<file path="src/rtl/bin2bcd_seq.sv">
// Sequential double-dabble binary-to-BCD converter feeding the 7-segment display driver.
// Optional macro BIN2BCD_OVF_EN: out-of-range values raise ovf_o and show all-E digits.
module bin2bcd_seq #(
   parameter int BIN_WIDTH = 14,
   parameter int DIGITS    = 4
) (
   input  logic                  clk_i,
   input  logic                  rst_ni,
   input  logic                  start_i,
   input  logic [BIN_WIDTH-1:0]  bin_i,
   input  logic [DIGITS-1:0]     dp_i,
   output logic                  busy_o,
   output logic                  done_o,
   output logic                  ovf_o,
   output logic [DIGITS*4-1:0]   bcd_o,
   output logic [DIGITS-1:0]     dots_o
);

   localparam int CW = $clog2(BIN_WIDTH + 1);
   localparam int SW = DIGITS * 4;

   typedef enum logic [1:0] {IDLE, SHIFT, DONE} state_e;

   state_e               state_q, state_d;
   logic [BIN_WIDTH-1:0] bin_q, bin_d;
   logic [SW-1:0]        scratch_q, scratch_d;
   logic [CW-1:0]        cnt_q, cnt_d;
   logic [DIGITS-1:0]    dots_hold_q, dots_hold_d;
   logic                 busy_q, busy_d;
   logic                 done_q, done_d;
   logic [SW-1:0]        bcd_q, bcd_d;
   logic [DIGITS-1:0]    dots_q, dots_d;
   logic [3:0]           nib, adj;

`ifdef BIN2BCD_OVF_EN
   function automatic logic [63:0] pow10(input int n);
      logic [63:0] r;
      r = 64'd1;
      for (int i = 0; i < n; i++) r = r * 64'd10;
      return r;
   endfunction

   localparam logic [63:0] MAX_V = pow10(DIGITS) - 64'd1;

   logic ovf_hold_q, ovf_hold_d;
   logic ovf_q, ovf_d;
   assign ovf_o = ovf_q;
`else
   assign ovf_o = 1'b0;
`endif

   always_comb begin
      state_d     = state_q;
      bin_d       = bin_q;
      scratch_d   = scratch_q;
      cnt_d       = cnt_q;
      dots_hold_d = dots_hold_q;
      busy_d      = busy_q;
      done_d      = 1'b0;
      bcd_d       = bcd_q;
      dots_d      = dots_q;
      nib         = '0;
      adj         = '0;
`ifdef BIN2BCD_OVF_EN
      ovf_hold_d  = ovf_hold_q;
      ovf_d       = ovf_q;
`endif
      case (state_q)
         IDLE: begin
            if (start_i) begin
               bin_d       = bin_i;
               dots_hold_d = dp_i;
               scratch_d   = '0;
               cnt_d       = CW'(BIN_WIDTH);
               busy_d      = 1'b1;
               state_d     = SHIFT;
`ifdef BIN2BCD_OVF_EN
               ovf_hold_d  = 64'(bin_i) > MAX_V;
`endif
            end
         end
         SHIFT: begin
            // Adjust every nibble, then shift left by one; the adjusted top bit falls off.
            scratch_d[0] = bin_q[BIN_WIDTH-1];
            for (int i = 0; i < DIGITS - 1; i++) begin
               nib = scratch_q[4*i +: 4];
               adj = (nib >= 4'd5) ? nib + 4'd3 : nib;
               scratch_d[4*i+1 +: 4] = adj;
            end
            nib = scratch_q[SW-4 +: 4];
            adj = (nib >= 4'd5) ? nib + 4'd3 : nib;
            scratch_d[SW-3 +: 3] = adj[2:0];
            bin_d = {bin_q[BIN_WIDTH-2:0], 1'b0};
            cnt_d = cnt_q - CW'(1);
            if (cnt_q == CW'(1)) state_d = DONE;
         end
         DONE: begin
            bcd_d   = scratch_q;
            dots_d  = dots_hold_q;
            done_d  = 1'b1;
            busy_d  = 1'b0;
            state_d = IDLE;
`ifdef BIN2BCD_OVF_EN
            ovf_d   = ovf_hold_q;
            if (ovf_hold_q) bcd_d = {DIGITS{4'hE}};
`endif
         end
         default: begin
            state_d = IDLE;
            busy_d  = 1'b0;
         end
      endcase
   end

   always_ff @(posedge clk_i or negedge rst_ni) begin
      if (!rst_ni) begin
         state_q     <= IDLE;
         bin_q       <= '0;
         scratch_q   <= '0;
         cnt_q       <= '0;
         dots_hold_q <= '0;
         busy_q      <= 1'b0;
         done_q      <= 1'b0;
         bcd_q       <= '0;
         dots_q      <= '0;
`ifdef BIN2BCD_OVF_EN
         ovf_hold_q  <= 1'b0;
         ovf_q       <= 1'b0;
`endif
      end else begin
         state_q     <= state_d;
         bin_q       <= bin_d;
         scratch_q   <= scratch_d;
         cnt_q       <= cnt_d;
         dots_hold_q <= dots_hold_d;
         busy_q      <= busy_d;
         done_q      <= done_d;
         bcd_q       <= bcd_d;
         dots_q      <= dots_d;
`ifdef BIN2BCD_OVF_EN
         ovf_hold_q  <= ovf_hold_d;
         ovf_q       <= ovf_d;
`endif
      end
   end

   assign busy_o = busy_q;
   assign done_o = done_q;
   assign bcd_o  = bcd_q;
   assign dots_o = dots_q;

endmodule

</file>
<file path="config.mk">
export PLATFORM = sky130hd
export DESIGN_NAME = bin2bcd_seq
export DESIGN_NICKNAME = d
export VERILOG_FILES = /design/src/rtl/bin2bcd_seq.sv
export SDC_FILE = /design/constraint.sdc
export NUM_CORES = 1
export LEC_CHECK = 0
export ABC_AREA = 1
export ABC_CLOCK_PERIOD_IN_PS = 3500
export CORE_MARGIN = 3
export CORE_UTILIZATION = 35
export DETAILED_ROUTE_END_ITERATION = 12
export GPL_ROUTABILITY_DRIVEN = 0
export SYNTH_ARGS = -nofsm -noshare
export SYNTH_HDL_FRONTEND = slang
export SYNTH_SLANG_ARGS = --single-unit
</file>
<file path="constraint.sdc">
create_clock -name clk_i -period 3.5 [get_ports clk_i]
set_input_delay 0.7 -clock clk_i [delete_from_list [all_inputs] [get_ports clk_i]]
set_output_delay 0.7 -clock clk_i [all_outputs]
set_load 0.05 [all_outputs]
</file>
==> out/qor.yml <==
met2_length_mm: 2.611
crit_family: "buffers and inverters"
num_rows: 32
synth.cell_area_sq_um: 2874
wl_met1_mm: 2.618
via_count: 2249
dr.pass1.iters: 4
skew_ns: 0.005749
htreeDepth: 3
crit_end: "busy_o"
diodes: 0
slowest_stage: "clkdlybuf4s50_1"
hold_viol: 0
dp_cells: 466
cp.required_ns: 2.80
synth_xor_area_share_pct: 0
p_leak_nw: 1.729
path_depth: 1
synthMuxAreaShare_pct: 0
crit_start: "busy_o"
io_buffers: 42
reg2reg_from: "state_q[1]"
boundaryPins: 44
fin_cells: 482
cts_setup_buffers: 0
r2r_end: "bcd_o[1]"
wl_per_cell_microns: 11.54
drt_wl_total_mm: 5.563
cts.sink_count: 62
dr_wl_met3_microns: 241
clk_pin_slew_ns: 0.07
rsz0062_at_grt: "false"
finalSetupTns_ns: 0
clk_latency_ns: 0.33
avgSynthCellArea_sq_um: 8.657
drv_slew: 0
finalSetupViolCount: 0
cp-start-kind: "flop"
grt_max_degree: 41
overflow: 0
cp_max_fo: 2
die_h_microns: 96.62
ys_seq_area_share_pct: 53.98
critPathBufInv: 1
reg2reg_depth: 4
dr.max_layer_used: "met4"
outcome: "finished clean"
yosys.area_share.simple_pct: 25.51
viasPerCell: 4.666
grt_pass1_vias: 2152
syn_to_final_growth_pct: 22.16
start_util_pct: 36.62
dp.final_hpwl_mm: 3.785
hp-start: "bin_q[0]"
arrival_ns: 1.54
crit_path_end_kind: "primary output"
worst_slew_pin_slew_ns: 1.044
synthAdderAreaFrac_pct: 4.354
core_area_sq_um: 7848
rrSetupSlack_ns: 1.81
grtUsageTotal_pct: 12.30
cellPowerDensity_nw_per_um2: 947.8
drv_cap: 0
cts_tree: "done"
grt_pass1_wl_mm: 9.570
crit_chain: "clkdlybuf4s50_1"
synth-compound-area-share_pct: 8.794
timing.slew.headroom_pct: 30.33
root_buffer: "clkbuf_8"
max_freq_mhz: 446.4
drt-initial-drc-count: 124
slowest_delay_ns: 0.82
synth_top_family_by_area: "simple AND/OR/NAND/NOR gates"
worstHoldPathType: "flop to flop"
min_period_ns: 2.240
syn_inst: 332
yosysWarningCount: 0
drc_errors: 0
die_area_sq_um: 9334
ir_drop_v: 0.0003971
crit_type: "flop to primary output"
final_layout_size_suffix_gt1_share_pct: 7.368
die_w_microns: 96.62
antenna_found_initial: 0
period_share_pct: 64.01
cts_buffers: 9
antenna_left: 0
synth_seq_cells: 62
synth_nets: 363
clockBufferDepth: 2
layout.nets: 406
ys_types: 22
ctsResizeCount: 0
postCtsHoldBufs: 0
where the power goes:
group / switching (mW) / internal (mW)
Sequential: 0.192 / 1.03
Clock: 0.263 / 0.273
Combinational: 1.02 / 0.546
cell usage in the layout, fill, tap and decap left out, types with 6 or more instances in the layout:
cell type and n:
clkbuf_8 10, clkdlybuf4s50_1 41, dfrtp_1 62, ha_1 10, inv_1 28, nand2_1 118, nand3_1 33, nand4_1 8
nor2_1 6, o21ai_0 26, o21ai_1 15
Yosys cell counts:
cell	instances	share of area [%]
inv_4	1	0.22
nor2_4	2	0.78
nand4_1	8	1.7
buf_4	4	1.0
inv_2	2	0.26
nor2_1	6	0.78
o21ai_1	15	2.6
ha_1	10	4.4
inv_1	28	3.7
conb_1	1	0.13
dfrtp_1	62	54
o21ai_0	26	4.5
buf_6	3	1.2
o21bai_2	1	0.39
nand3_1	33	5.7
nand2_2	2	0.44
nand2_1	118	15
nand2_4	1	0.39
o21bai_1	2	0.52
buf_2	5	0.87
nor2_2	1	0.22
a22oi_4	1	0.74
state kept, by name, indices dropped and copies added (netlist names):
name and cells:
bcd_o 16, bin_q 14, busy_o 1, cnt_q 4, done_o 1, dots_hold_q 4, dots_o 4, scratch_q 16
state_q 2
final cells by class:
class,instances,area (sq um)
Clock buffer,12,145.1
Clock inverter,4,22.52
Fill cell,802,4337
Inverter,31,118.9
Multi-Input combinational cell,227,1115
Sequential cell,62,1551
Tap cell,102,127.6
Timing Repair Buffer,44,430.4
worst min-delay path by stage:
stage / slack (ns) / cells past startpoint / end
6_report: 0.47 / 2 / bin_q[0]
5_1_grt: 0.50 / 2 / bin_q[7]
4_1_cts: 0.48 / 2 / bin_q[0]
3_5_place_dp: 0.47 / 2 / bin_q[0]
3_3_place_gp: 0.46 / 2 / bin_q[0]
2_1_floorplan: 0.40 / 0 / bcd_o[0]
through the flow:
stage	cell area [sq um]	hold slack [ns]	power [mW]	utilization, %	worst slack (ns)
3_3_place_gp	3343	0.4568	2.786	42.60	1.493
2_1_floorplan	2874	0.4044	2.402	-	2.200
6_report	3511	0.4743	3.328	44.74	1.260
4_1_cts	3511	0.4815	3.374	44.74	1.220
3_5_place_dp	3343	0.4659	2.824	42.60	1.477
5_1_grt	3511	0.5049	3.602	44.74	1.226
cells by family after synthesis:
kind of cell	after synthesis
buffers and inverters	43
other	1
AND/OR/NAND/NOR	171
flip-flops	62
AO/OA/AOI/OAI	45
adder cells (fa/ha/maj)	10
tightest hold or removal path: cells and delay by family (launching register included):
kind / cells / cell delay (ns)
simple gates: 2 / 0.11
flops: 1 / 0.34
metal layers:
metal  up-vias  global-route usage, %
met4         0                  5.184
met1      1045                  14.73
met3         8                  3.677
li1       1151                      -
met5         -                      0
met2        45                  20.54
No activity file was read; power rests on OpenSTA's default activity.
